==> src/rtl/wei_arb_pkg.sv <==
// Shared types and sizing for the weight-address instruction arbiter.
// Instruction layout: [4:0] PE index, [7:5] burst length.
package wei_arb_pkg;

  localparam int unsigned NUM_PEB     = 16;
  localparam int unsigned PE_NUM      = 27;
  localparam int unsigned INSTR_WIDTH = 8;
  localparam int unsigned CNT_WIDTH   = 12;
  localparam int unsigned PEB_W       = $clog2(NUM_PEB);

  localparam int unsigned PE_IDX_LSB  = 0;
  localparam int unsigned PE_IDX_MSB  = 4;
  localparam int unsigned BURST_LSB   = 5;
  localparam int unsigned BURST_MSB   = 7;
  localparam int unsigned PE_IDX_W    = PE_IDX_MSB - PE_IDX_LSB + 1;

  typedef enum logic [1:0] {
    StIdle,
    StRun,
    StDrain
  } arb_state_e;

  // (base + off) mod NUM_PEB, with off < NUM_PEB.
  function automatic logic [PEB_W-1:0] peb_wrap(logic [PEB_W-1:0] base, int unsigned off);
    int unsigned sum;
    sum = 32'(base) + off;
    if (sum >= NUM_PEB) sum -= NUM_PEB;
    return PEB_W'(sum);
  endfunction

endpackage

==> src/rtl/rr_pick.sv <==
// Combinational round-robin pick: first set request at or after ptr, searching cyclically.
module rr_pick
  import wei_arb_pkg::*;
(
  input  logic [NUM_PEB-1:0] req_i,
  input  logic [PEB_W-1:0]   ptr_i,
  output logic [PEB_W-1:0]   winner_o,
  output logic               any_o
);

  always_comb begin
    winner_o = '0;
    any_o    = 1'b0;
    for (int unsigned k = 0; k < NUM_PEB; k++) begin
      if (!any_o && req_i[peb_wrap(ptr_i, k)]) begin
        any_o    = 1'b1;
        winner_o = peb_wrap(ptr_i, k);
      end
    end
  end

endmodule

==> src/rtl/wei_instr_arbiter.sv <==
// Round-robin arbiter feeding a single-entry instruction stage toward the weight-address block,
// counting issued instructions against a per-pass total.
module wei_instr_arbiter
  import wei_arb_pkg::*;
(
  input  logic                           clk,
  input  logic                           rst_n,
  input  logic                           start,
  input  logic [CNT_WIDTH-1:0]           cfg_total,
  input  logic [NUM_PEB-1:0]             req_val,
  input  logic [NUM_PEB*INSTR_WIDTH-1:0] req_data,
  output logic [NUM_PEB-1:0]             req_rdy,
  output logic                           instr_val,
  input  logic                           instr_rdy,
  output logic [PEB_W-1:0]               instr_peb,
  output logic [INSTR_WIDTH-1:0]         instr_data,
  output logic                           pass_done,
  output logic                           busy,
  output logic                           err_pe_range
);

  arb_state_e             state_q;
  logic [PEB_W-1:0]       ptr_q;
  logic [CNT_WIDTH-1:0]   issued_q;
  logic [CNT_WIDTH-1:0]   total_q;
  logic                   instr_val_q;
  logic [PEB_W-1:0]       instr_peb_q;
  logic [INSTR_WIDTH-1:0] instr_data_q;
  logic                   pass_done_q;
  logic                   err_q;

  logic [PEB_W-1:0]       winner;
  logic                   any_req;
  logic [INSTR_WIDTH-1:0] win_data;
  logic [PE_IDX_W-1:0]    win_pe;
  logic                   pe_ok;
  logic                   xfer;
  logic                   load;

  rr_pick u_rr_pick (
    .req_i    (req_val),
    .ptr_i    (ptr_q),
    .winner_o (winner),
    .any_o    (any_req)
  );

  always_comb begin
    win_data = '0;
    for (int unsigned i = 0; i < NUM_PEB; i++) begin
      if (PEB_W'(i) == winner) win_data = req_data[i*INSTR_WIDTH +: INSTR_WIDTH];
    end
    win_pe = win_data[PE_IDX_MSB:PE_IDX_LSB];
    pe_ok  = (32'(win_pe) < PE_NUM);
    xfer   = instr_val_q && instr_rdy;
    // start pre-empts any grant in the same cycle
    load   = !start && (state_q == StRun) && (issued_q < total_q) && any_req &&
             (!instr_val_q || instr_rdy);
    req_rdy = '0;
    if (load) req_rdy[winner] = 1'b1;
  end

  always_ff @(posedge clk or negedge rst_n) begin
    if (!rst_n) begin
      state_q      <= StIdle;
      ptr_q        <= '0;
      issued_q     <= '0;
      total_q      <= '0;
      instr_val_q  <= 1'b0;
      instr_peb_q  <= '0;
      instr_data_q <= '0;
      pass_done_q  <= 1'b0;
      err_q        <= 1'b0;
    end else begin
      pass_done_q <= 1'b0;
      if (start) begin
        issued_q     <= '0;
        total_q      <= cfg_total;
        ptr_q        <= '0;
        instr_val_q  <= 1'b0;
        instr_peb_q  <= '0;
        instr_data_q <= '0;
        err_q        <= 1'b0;
        if (cfg_total == '0) begin
          state_q     <= StIdle;
          pass_done_q <= 1'b1;
        end else begin
          state_q <= StRun;
        end
      end else begin
        if (xfer) instr_val_q <= 1'b0;
        unique case (state_q)
          StIdle: ;
          StRun: begin
            if (load) begin
              ptr_q <= peb_wrap(winner, 1);
              if (pe_ok) begin
                instr_val_q  <= 1'b1;
                instr_peb_q  <= winner;
                instr_data_q <= win_data;
                issued_q     <= issued_q + CNT_WIDTH'(1);
                if (issued_q + CNT_WIDTH'(1) == total_q) state_q <= StDrain;
              end else begin
                // dropped instruction is consumed but never counted
                err_q <= 1'b1;
              end
            end
          end
          StDrain: begin
            if (!instr_val_q || xfer) begin
              state_q     <= StIdle;
              pass_done_q <= 1'b1;
            end
          end
          default: state_q <= StIdle;
        endcase
      end
    end
  end

  assign instr_val    = instr_val_q;
  assign instr_peb    = instr_peb_q;
  assign instr_data   = instr_data_q;
  assign pass_done    = pass_done_q;
  assign busy         = (state_q != StIdle);
  assign err_pe_range = err_q;

endmodule

==> config.mk <==
export PLATFORM = sky130hd
export DESIGN_NAME = wei_instr_arbiter
export DESIGN_NICKNAME = d
export VERILOG_FILES = /design/src/rtl/wei_arb_pkg.sv /design/src/rtl/rr_pick.sv /design/src/rtl/wei_instr_arbiter.sv
export SDC_FILE = /design/constraint.sdc
export NUM_CORES = 1
export LEC_CHECK = 0
export CAP_MARGIN = 20
export CORE_MARGIN = 4
export CORE_UTILIZATION = 50
export DETAILED_ROUTE_END_ITERATION = 12
export GPL_ROUTABILITY_DRIVEN = 0
export PLACE_DENSITY = 0.81
export SLEW_MARGIN = 10
export SYNTH_ARGS = -nofsm -noshare
export SYNTH_HDL_FRONTEND = slang
export SYNTH_SLANG_ARGS = --single-unit
==> constraint.sdc <==
create_clock -name clk -period 8.3 [get_ports clk]
set_input_delay 1.66 -clock clk [delete_from_list [all_inputs] [get_ports clk]]
set_output_delay 1.66 -clock clk [all_outputs]
set_load 0.03 [all_outputs]
==> reports/qor.yml, run 1 <==
yosysWarningCount: 0
path_buf_inv: 4
nets: 1222
setup_viol_count_final: 0
yosysTopAreaCell: "dfrtp_1"
worst-path-stages: 14
min_from: "err_pe_range"
grt_antenna_before_repair: 0
startpoint_type: "input pin"
rsz0062_at_grt: "no"
clk_latency_ps: 280
fin_ws_ps: 231.7
crit_path_end_kind: "primary output"
critical_path_class: "input pin to primary output"
crit_path_start: "req_val[9]"
hold_viol: 0
dieHeight_um: 125.3
fill_cells: 1139
cts_buffer_depth: 2
whs_path_depth: 1
fin_crit_ps: 8068
grt_pass1_vias: 7487
critPathMaxFanout: 28
syn_nets: 1054
syn_area_per_cell_um2: 7.910
ys_types: 84
seq_area_um2: 1126
synth-edff-count: 0
cts_sinks: 45
grt_start_max_net_pins: 60
die_w_um: 125.3
crit_required_ps: 6640
final_antenna_net_count: 0
yosysTopAreaCellShare: 0.1636
diodes: 0
synthTopCellsByArea: "dfrtp_1, mux4_2, nand2_1"
crit_chain: "clkdlybuf4s50_1 > mux2_1 > mux2_2 > mux4_2 > or4_4 > or4_4 > nor2_2 > or4b_2 > o21ai_0 > buf_4 > ha_1 > buf_6 > and3_1 > buf_4"
syn_inst: 870
postSynth.asyncResetShare: 1.000
firstDrtPassIters: 6
dr_total_vias: 7824
initial_core_util: 0.5156
timing.final.crit_share: 0.9721
routed_wl_mm: 24.50
cts_hold_buffers: 0
cts_max_level: 2
post-place-ws_ps: 80.03
final_layout_size_suffix_gt1_frac: 0.1435
synth-main-ff-cell: "dfrtp_1"
rr_worst_depth: 23
drc: 0
first_iter_violations: 1154
synthToLayoutAreaGrowth_pct: 32.85
grt_pass1_wl_mm: 38.74
clock-root-buffer: "clkbuf_16"
cts_made_buffers: 5
hpwl_mm: 19.15
worst_hold_path_type: "flop to flop"
cts_tree: "yes"
via_per_inst: 6.445
status: "finished clean"
clkTransAtPathRegs_ps: 60
rows: 42
yosysSeqAreaShare: 0.1636
path_delay_family: "simple AND/OR/NAND/NOR gates"
timing.rr.start: "ptr_q[1]"
drv_slew: 0
io_pins: 192
dieArea_um2: 15700
maxCapViolations: 0
gr-total-overflow: 0
avgRoutedWirePerCell_um: 20.18
worst_slew_pin_slew_ps: 799.7
port_buffers: 191
cts_setup_buffers: 0
syn_area_um2: 6882
skew_ps: 6.525
worstPathArrival_ps: 6410
grt_use_total: 0.2962
fin_tns_setup_ps: 0
fin_cells: 1214
ys_ff_latch: 45
critical_path.slowest_cell: "or4b_2"
critPathMaxStageDelay_ps: 590
core_area_um2: 13350
multi_input_area_um2: 5314
timing.fmax_ghz: 0.1239
placedCellCount: 1206
relSlewSlack: 0.4628
registers in the layout, indices dropped and copies added, names as in the netlist:
register and flops:
instr_peb 4, err_pe_range 1, instr_val 1, total_q 12
ptr_q 4, instr_data 8, pass_done 1, issued_q 12
state_q 2
worst paths after layout:
kind	endpoint	slack [ps]
min reg2reg	err_pe_range	520
max reg2reg	issued_q[4]	860
min	err_pe_range	520
min in group asynchronous	state_q[0]	1220
max	req_rdy[5]	230
max in group asynchronous	ptr_q[1]	6610
stage by stage:
step / hold slack, ps / util / instance area, um2
2_1_floorplan: 484.9 / - / 6882
3_3_place_gp: 509.8 / 0.6711 / 8957
3_5_place_dp: 504.3 / 0.6711 / 8957
4_1_cts: 518.0 / 0.6820 / 9104
5_1_grt: 549.5 / 0.6849 / 9143
6_report: 522.5 / 0.6849 / 9143
cell type report:
type | count | area share
tap | 176 | 0.02409
clock inverter | 1 | 0.0008211
inverter | 32 | 0.01314
timing repair buffer | 231 | 0.2424
sequential | 45 | 0.1232
clock buffer | 6 | 0.01519
multi-input combinational | 723 | 0.5812
metal layers:
layer | track usage | wire (um) | vias up
met5 | 0 | 0 | -
met4 | 0.09885 | 803 | 0
met3 | 0.05586 | 2303 | 73
met2 | 0.5103 | 11930 | 464
met1 | 0.3740 | 9458 | 3665
li1 | - | - | 3622
Yosys cell counts, drive strengths merged (4+ instances only):
| cell | n |
|---|---|
| nor2b | 20 |
| a22o | 6 |
| o22ai | 23 |
| a211oi | 16 |
| nor2 | 60 |
| a221o | 14 |
| and2 | 10 |
| or3 | 7 |
| nor4 | 7 |
| o311ai | 4 |
| mux2 | 32 |
| and3 | 28 |
| a32oi | 4 |
| nand2b | 11 |
| nand4 | 14 |
| a21oi | 38 |
| clkbuf | 45 |
| xor2 | 12 |
| ha | 24 |
| a22oi | 15 |
| o21ai | 64 |
| inv | 31 |
| nand3 | 25 |
| o221ai | 5 |
| buf | 25 |
| o31ai | 7 |
| mux4 | 21 |
| o21a | 8 |
| mux2i | 33 |
| dfrtp | 45 |
| or2 | 7 |
| nor3b | 4 |
| a31oi | 8 |
| nand2 | 99 |
| a221oi | 4 |
| xnor2 | 19 |
| nor3 | 22 |
| o22a | 5 |
| o2111ai | 4 |
kinds of logic (layout without fill, tap and decap cells):
group,count (synthesis),in the layout,share of synthesized area
XOR/XNOR,31,31,0.03945
AND/OR/NAND/NOR,324,324,0.2373
flip-flops,45,45,0.1636
adder cells (fa/ha/maj),24,24,0.04364
buffers and inverters,102,270,0.06745
multiplexers,86,86,0.1756
AO/OA/AOI/OAI,258,258,0.2729
what timing repair did:
action,CTS,global route
setup endpoints to repair,0,10
hold endpoints to repair,0,0
resized for setup,0,7
cells in the final DEF (no fill, tap or decap), types with 16 or more instances in the layout:
master,instances
clkdlybuf4s50_1,173
nand2_1,98
o21ai_0,60
nor2_1,58
buf_4,48
dfrtp_1,45
a21oi_1,36
mux2i_1,33
inv_1,30
and3_1,26
nand3_1,24
ha_1,23
mux4_2,21
nor3_1,21
nor2b_1,20
xnor2_1,19
mux2_2,16
o22ai_1,16
a211oi_1,16
Power of run 1 is left out: the tool's default activity adds up to more than one toggle a clock period on the data nets, which glitch-free logic cannot reach.
==> run 2: changes to the inputs <==
--- a/config.mk
+++ b/config.mk
@@ -5,12 +5,13 @@
 export SDC_FILE = /design/constraint.sdc
 export NUM_CORES = 1
 export LEC_CHECK = 0
+export ABC_CLOCK_PERIOD_IN_PS = 8300
 export CAP_MARGIN = 20
 export CORE_MARGIN = 4
 export CORE_UTILIZATION = 50
 export DETAILED_ROUTE_END_ITERATION = 12
 export GPL_ROUTABILITY_DRIVEN = 0
-export PLACE_DENSITY = 0.81
+export PLACE_DENSITY = 0.83
 export SLEW_MARGIN = 10
 export SYNTH_ARGS = -nofsm -noshare
 export SYNTH_HDL_FRONTEND = slang
==> run 2 against run 1 <==
Effect of this change: count of clock-buffer cells in the layout is 1 higher; clock skew is 3.1 ps lower; design area hardly changed; worst hold slack better by 23 ps; via count hardly changed; register-to-register slack better by 100 ps; non-clock buffer count is 3 lower; worst setup slack worse by 110 ps; first-iteration DRC count is 25% lower; sequential share of layout area hardly changed; die area stayed put; critical endpoint is now req_rdy[7].
==> reports/qor.yml, run 2 (synthesis gave the netlist of run 1 again) <==
status: "finished clean"
path_buf_inv: 3
cts_sinks: 45
drv_slew: 0
stdcell_area_um2: 9140
gr-total-overflow: 0
diodes: 0
setup_viol_count_final: 0
clk_latency_ps: 290
synthToLayoutAreaGrowth_pct: 32.82
worstPathArrival_ps: 6520
relSlewSlack: 0.4156
timing.final.crit_share: 0.9859
hold_viol: 0
dr_total_vias: 7829
critPathMaxStageDelay_ps: 600
grt_start_max_net_pins: 61
io_pins: 192
timing.fmax_ghz: 0.1222
cts-resized-gates: 0
placedCellCount: 1203
die_w_um: 125.3
seq_area_um2: 1126
layout_commonest_cell: "clkdlybuf4s50_1"
initial_core_util: 0.5156
grt_antenna_before_repair: 0
worst_hold_path_type: "flop to flop"
fill_cells: 1148
path_delay_family: "simple AND/OR/NAND/NOR gates"
cts_max_level: 2
skew_ps: 3.389
hpwl_mm: 18.65
worst_slew_pin_slew_ps: 876.6
critPathMaxFanout: 6
clock-root-buffer: "clkbuf_16"
port_buffers: 191
cts_setup_buffers: 0
fin_cells: 1212
dieArea_um2: 15700
clkTransAtPathRegs_ps: 60
rows: 42
cts_hold_buffers: 0
maxCapViolations: 0
startpoint_type: "input pin"
crit_path_end_kind: "primary output"
cts_buffer_depth: 2
critical_path.slowest_cell: "or4b_2"
routed_wl_mm: 24.26
crit_chain: "clkdlybuf4s50_1 > mux2_1 > mux2_2 > mux4_2 > or4_4 > or4_4 > nor2_1 > or4b_2 > o21ai_0 > inv_1 > ha_2 > and3_1 > clkdlybuf4s50_1"
nets: 1219
critical_path_class: "input pin to primary output"
layout_common_cells: "clkdlybuf4s50_1, nand2_1, o21ai_0, nor2_1, buf_4"
via_per_inst: 6.460
final_layout_size_suffix_gt1_frac: 0.1419
final_antenna_net_count: 0
fin_tns_setup_ps: 0
avgRoutedWirePerCell_um: 20.01
multi_input_area_um2: 5314
drc: 0
fin_crit_ps: 8183
cts_made_buffers: 5
grt_pass1_wl_mm: 37.94
cts_tree: "yes"
grt_pass1_vias: 7440
dieHeight_um: 125.3
first_iter_violations: 871
core_area_um2: 13350
firstDrtPassIters: 6
crit_required_ps: 6640
post_dp_cell_area_um2: 8932
grt_use_total: 0.2916
rsz0062_at_grt: "no"
run 2: final timing paths:
path | cells past startpoint | slack [ps] | from | to
worst max-delay path | 13 | 120 | req_val[8] | req_rdy[7]
worst min-delay path | 2 | 550 | instr_peb[3] | instr_peb[3]
worst max register to register | 24 | 960 | ptr_q[1] | issued_q[4]
worst min register to register | 2 | 550 | instr_peb[3] | instr_peb[3]
max in group asynchronous | 2 | 6600 | rst_n | issued_q[8]
min in group asynchronous | 1 | 1220 | rst_n | instr_val
run 2: metrics by stage:
| step | hold WS (ps) | utilization | setup slack [ps] |
|---|---|---|---|
| floorplan | 484.9 | - | 108.5 |
| global placement | 508.4 | 0.6692 | 180.5 |
| detailed placement | 532.5 | 0.6692 | 129.9 |
| CTS | 546.3 | 0.6821 | 105.5 |
| global route | 555.4 | 0.6848 | 3.537 |
| finish | 545.6 | 0.6848 | 117.0 |
run 2: per-layer routing:
metal | GRT usage | vias up | routed length [um]
met5 | 0 | - | 0
met4 | 0.1154 | 0 | 1095
met3 | 0.06354 | 88 | 2129
met2 | 0.4992 | 418 | 11570
met1 | 0.3580 | 3698 | 9465
li1 | - | 3625 | -
run 2: worst min-delay path, stage by stage, from the launching register on:
cell and delay [ps]:
dfrtp_1 380, nand2_1 70, mux2i_1 60
run 2: final cells by class:
| class | instances | share of cell area |
|---|---|---|
| Timing Repair Buffer | 228 | 0.2393 |
| Multi-Input combinational cell | 723 | 0.5814 |
| Clock buffer | 7 | 0.01561 |
| Clock inverter | 1 | 0.003285 |
| Tap cell | 176 | 0.02409 |
| Sequential cell | 45 | 0.1232 |
| Inverter | 32 | 0.01314 |
Power of run 2 is left out for the same reason.
